==> src/rtl/linebuffer_feeder.sv <==
// Sequencer feeding a 3-row line buffer: walks the image in 3-row bands, one column per
// FETCH/WRITE/SHIFT triple, and flags the cycles in which the buffer taps hold a valid column.
module linebuffer_feeder #(
   parameter int BIT_DEPTH = 8,
   parameter int IMG_W     = 8,
   parameter int IMG_H     = 8,
   parameter int ADDR_W    = 16,
   parameter int BASE_ADDR = 0
) (
   input  logic                     clk,
   input  logic                     rst,
   input  logic                     start,
   output logic                     busy,
   output logic                     done,
   output logic                     mem_rd_en,
   output logic [ADDR_W-1:0]        mem_addr_r1,
   output logic [ADDR_W-1:0]        mem_addr_r2,
   output logic [ADDR_W-1:0]        mem_addr_r3,
   input  logic [BIT_DEPTH-1:0]     mem_data_r1,
   input  logic [BIT_DEPTH-1:0]     mem_data_r2,
   input  logic [BIT_DEPTH-1:0]     mem_data_r3,
   output logic                     lb_wr_en,
   output logic                     lb_shift,
   output logic [BIT_DEPTH-1:0]     lb_data_r1,
   output logic [BIT_DEPTH-1:0]     lb_data_r2,
   output logic [BIT_DEPTH-1:0]     lb_data_r3,
   output logic                     tap_valid,
   output logic [$clog2(IMG_H)-1:0] tap_row,
   output logic [$clog2(IMG_W)-1:0] tap_col
);
   localparam int ROW_W = $clog2(IMG_H);
   localparam int COL_W = $clog2(IMG_W);
   localparam logic [COL_W-1:0] LAST_COL  = COL_W'(IMG_W - 1);
   localparam logic [ROW_W-1:0] LAST_BAND = ROW_W'(IMG_H - 3);

   typedef enum logic [2:0] {IDLE, FETCH, WRITE, SHIFT, FLUSH, DONE} state_t;

   state_t           state, state_nxt;
   logic [ROW_W-1:0] r;
   logic [COL_W-1:0] c;
   logic             last_col, last_band;

   // Row-major pixel address, widened to ADDR_W before any arithmetic so r+2 cannot overflow.
   function automatic logic [ADDR_W-1:0] pix_addr(input logic [ROW_W-1:0] row,
                                                  input logic [1:0]       k,
                                                  input logic [COL_W-1:0] col);
      return ADDR_W'(BASE_ADDR) + (ADDR_W'(row) + ADDR_W'(k)) * ADDR_W'(IMG_W) + ADDR_W'(col);
   endfunction

   assign last_col   = (c == LAST_COL);
   assign last_band  = (r == LAST_BAND);
   assign lb_data_r1 = mem_data_r1;
   assign lb_data_r2 = mem_data_r2;
   assign lb_data_r3 = mem_data_r3;

   always_ff @(posedge clk) begin
      if (rst) state <= IDLE;
      else     state <= state_nxt;
   end

   always_comb begin
      state_nxt   = state;
      busy        = 1'b0;
      done        = 1'b0;
      mem_rd_en   = 1'b0;
      lb_wr_en    = 1'b0;
      lb_shift    = 1'b0;
      mem_addr_r1 = '0;
      mem_addr_r2 = '0;
      mem_addr_r3 = '0;
      case (state)
         IDLE: if (start) state_nxt = FETCH;
         FETCH: begin
            busy        = 1'b1;
            mem_rd_en   = 1'b1;
            mem_addr_r1 = pix_addr(r, 2'd0, c);
            mem_addr_r2 = pix_addr(r, 2'd1, c);
            mem_addr_r3 = pix_addr(r, 2'd2, c);
            state_nxt   = WRITE;
         end
         WRITE: begin
            busy      = 1'b1;
            lb_wr_en  = 1'b1;
            state_nxt = SHIFT;
         end
         SHIFT: begin
            busy      = 1'b1;
            lb_shift  = 1'b1;
            state_nxt = last_col ? FLUSH : FETCH;
         end
         FLUSH: begin
            busy      = 1'b1;
            lb_shift  = 1'b1;
            state_nxt = last_band ? DONE : FETCH;
         end
         DONE: begin
            busy      = 1'b1;
            done      = 1'b1;
            state_nxt = IDLE;
         end
         default: state_nxt = IDLE;
      endcase
   end

   // Band/column counters and the tap tracker; a SHIFT of column c moves column c-1 to the taps.
   always_ff @(posedge clk) begin
      if (rst) begin
         r         <= '0;
         c         <= '0;
         tap_valid <= 1'b0;
         tap_row   <= '0;
         tap_col   <= '0;
      end else begin
         tap_valid <= 1'b0;
         case (state)
            IDLE: begin
               if (start) begin
                  r <= '0;
                  c <= '0;
               end
            end
            SHIFT: begin
               if (c != '0) begin
                  tap_valid <= 1'b1;
                  tap_row   <= r;
                  tap_col   <= c - COL_W'(1);
               end
               if (!last_col) c <= c + COL_W'(1);
            end
            FLUSH: begin
               tap_valid <= 1'b1;
               tap_row   <= r;
               tap_col   <= LAST_COL;
               if (!last_band) begin
                  r <= r + ROW_W'(1);
                  c <= '0;
               end
            end
            default: ;
         endcase
      end
   end

endmodule

==> config.mk <==
export PLATFORM = sky130hd
export DESIGN_NAME = linebuffer_feeder
export DESIGN_NICKNAME = d
export VERILOG_FILES = /design/src/rtl/linebuffer_feeder.sv
export SDC_FILE = /design/constraint.sdc
export NUM_CORES = 1
export LEC_CHECK = 0
export BUFFER_PORTS_ARGS = -buffer_cell sky130_fd_sc_hd__buf_2
export CAP_MARGIN = 20
export CELL_PAD_IN_SITES_DETAIL_PLACEMENT = 0
export CELL_PAD_IN_SITES_GLOBAL_PLACEMENT = 1
export CORE_MARGIN = 2
export CORE_UTILIZATION = 29
export CTS_BUF_LIST = sky130_fd_sc_hd__clkbuf_8
export DETAILED_ROUTE_END_ITERATION = 8
export PLACE_DENSITY = 0.86
export SLEW_MARGIN = 10
export SYNTH_ARGS = -nofsm -noshare
export SYNTH_HDL_FRONTEND = slang
export SYNTH_SLANG_ARGS = --single-unit
==> constraint.sdc <==
create_clock -name clk -period 3.6 [get_ports clk]
set_clock_uncertainty 0.15 [all_clocks]
set_input_delay 0.36 -clock clk [delete_from_list [all_inputs] [get_ports clk]]
set_output_delay 0.36 -clock clk [all_outputs]
set_load 0.05 [all_outputs]
==> metrics.txt <==
status completed; Logic pwr share ~29%; share of the synthesized area in the top cell type 31.3%; first-pass GRT wire length between 3 and 4 mm; post-cts resize count 0; Vias 958; internal power ~300 uW; Layout Utilization between 20% and 30%; top routing layer in use met4; #FFs+latches synth 16; Crit Path Class register to output pin; sequential power share roughly two fifths; Crit path arrival time 1.70 ns; met2 routed WL ~1.1 mm; GP Congestion approximately 0.80; Place WS 1.62 ns; mean post-synth cell area just over 8 um2; synthesis-to-finish area growth -4.77%; Seq/Total Area, Yosys 22.6%; crit path max fanout 10; Antenna diodes 0; Final Cycle Share 61.4%; Net Sw Frac approximately two fifths; CTS max path bufs 2; Die Span X 73.9 um; Synth Flop Type dfxtp_1; Startpoint Class register; maximum vdd drop 0.139 mV; detailed placement HPWL 1.87 mm; Worst Hold Depth 2; setup bufs post-CTS 0; fin. max-slew vios 0; CTS root buf clkbuf_8; R2R Path Start r[1]; worst path required time between 3 and 4 ns; Routed WL per cell 9.99 um; initial drt markers 65; vias per std cell slightly above 4; gr ovfl total 0; fin nets ~200; Worst R2R Path Depth 5; vias in the first global route roughly 760; Top Ports ~110; ys async rst share 0%; crit end category output pin; Clk Latency, worst-skew pair about 0.25 ns; TNS Setup 0 ns; synthesized cell area 1420 um2; H-Tree Depth 1; HP Class register to register; post-synthesis cell count between 150 and 200; Num CTS Buffers 3; CTS tree done; Power Dens Cells around 360 nW/um2; synth warn 0; top cells by area, synth buf_4 31%, dfxtp_1 23%, ha_1 6.2%, nand2b_1 4.0%, a211oi_1 3.2%; Max Fclk approximately 450 MHz; leading area contributor after synthesis buf_4; Setup WS post-layout ~1.4 ns; # clock sinks 16; die area roughly 5500 um2; hold path endpoint tap_row[1]; Yosys cell types 36; unrepaired setup endpoints after global routing false; NetSw between 150 and 200 uW; CTS clk-pin slew, worst paths ~0.06 ns; Initial Util around 30%; R2R setup slack between 1.5 and 2 ns; hold path start tap_row[1]; number of flops mapped to enable cells by yosys 0; DR WL met3 209 um; Final Hold Violating Endpoints 0; Clock power frac roughly a third; core area 4720 um2; minimum clock period roughly 2.2 ns; share of cells above drive strength 1 a little over a quarter; Total GRT Usage under 10%; Max-cap violations 0; Pleak approximately 0.00068 uW; # setup viols final 0; drt drc 0; PortBufs 34; initial antenna violation count 0; M1 WL 1.01 mm; ANT nets after route 0; largest net degree at the start of global routing 22; std cell rows 25; chip height around 74 um; reg-to-reg endpoint r[2]; cts hold-fix bufs 0; final wirelength 2.36 mm; DRT Pass-1 Iters 4
layout make-up:
cell class / count / area, um2
Inverter: 6 / 22.5
Multi-Input combinational cell: 109 / 697
Tap cell: 67 / 83.8
Timing Repair Buffer: 34 / 170
Clock buffer: 4 / 55.1
Fill cell: 522 / 3370
Sequential cell: 16 / 320
worst max path at each step:
stage               slack, ns              to      from
floorplan                1.27  mem_addr_r2[0]  state[1]
global placement         1.63  mem_addr_r1[1]  state[2]
detailed placement       1.62  mem_addr_r3[1]  state[2]
CTS                      1.34  mem_addr_r3[1]  state[2]
global route             1.19  mem_addr_r2[1]  state[0]
finish                   1.39  mem_addr_r3[1]  state[0]
sequential cells by signal, summed over array words and instances (netlist names):
signal,flops
tap_row,3
tap_valid,1
c,3
tap_col,3
state,3
r,3
cells in the mapped netlist (all sizes together) (4+ instances only):
cell type / instances
clkbuf: 4
inv: 6
nor2: 12
and2: 6
a211oi: 6
nand2b: 9
dfxtp: 16
a21oi: 6
ha: 7
buf: 63
cells by family (layout without fill, tap and decap cells):
| family | Yosys count | in the layout | synth area share, % |
|---|---|---|---|
| DFF | 16 | 16 | 22.6 |
| xor gates and xnor gates | 3 | 3 | 1.86 |
| other | 1 | 28 | 0.265 |
| muxes | 3 | 3 | 2.12 |
| AOI/OAI and AO/OA | 24 | 24 | 13.1 |
| buffers and inverters | 73 | 44 | 35.3 |
| adders and majority gates | 7 | 7 | 6.18 |
| and+or+nand+nor | 44 | 44 | 18.6 |
stage by stage:
step	cells	instance area (um2)	power [uW]	hold WS, ns
global route	236	1350	513	0.345
finish	236	1350	490	0.319
CTS	236	1350	496	0.323
detailed placement	232	1290	337	0.312
global placement	232	1290	337	0.309
floorplan	198	1520	420	0.301
layer usage:
layer,global-route usage [%],vias up
met5,0,-
met4,1.21,0
met3,3.84,2
met2,14.5,47
met1,10.1,427
li1,-,482
critical path, stage by stage, from the launching register on:
cell and delay [ns]:
dfxtp_1 0.53, nand3b_1 0.32, nor2_1 0.29, buf_2 0.31
power by group through the flow:
stage | Sequential, uW | Clock (uW) | Combinational (uW)
final | 189 | 157 | 144
after detailed placement | 193 | 0 | 144
after floorplan | 186 | 0 | 234
after global routing | 191 | 170 | 152
after global placement | 193 | 0 | 144
after CTS | 189 | 163 | 144
cell usage in the layout, fill, tap and decap left out, drive strengths merged:
cell type,instances
a32oi,1
o32ai,2
nand3b,1
or2,3
dfxtp,16
clkbuf,4
a2111oi,2
a21oi,6
xnor2,3
nand4b,2
nor2,12
nand2,2
and3,3
o211a,1
o31ai,3
inv,6
and3b,1
nand4bb,1
nor3b,1
a31oi,1
and2,6
ha,7
o21ai,1
a21o,1
conb,28
a211oi,6
nand2b,9
mux2i,3
nor3,3
buf,34
No activity file was read; power rests on OpenSTA's default activity.
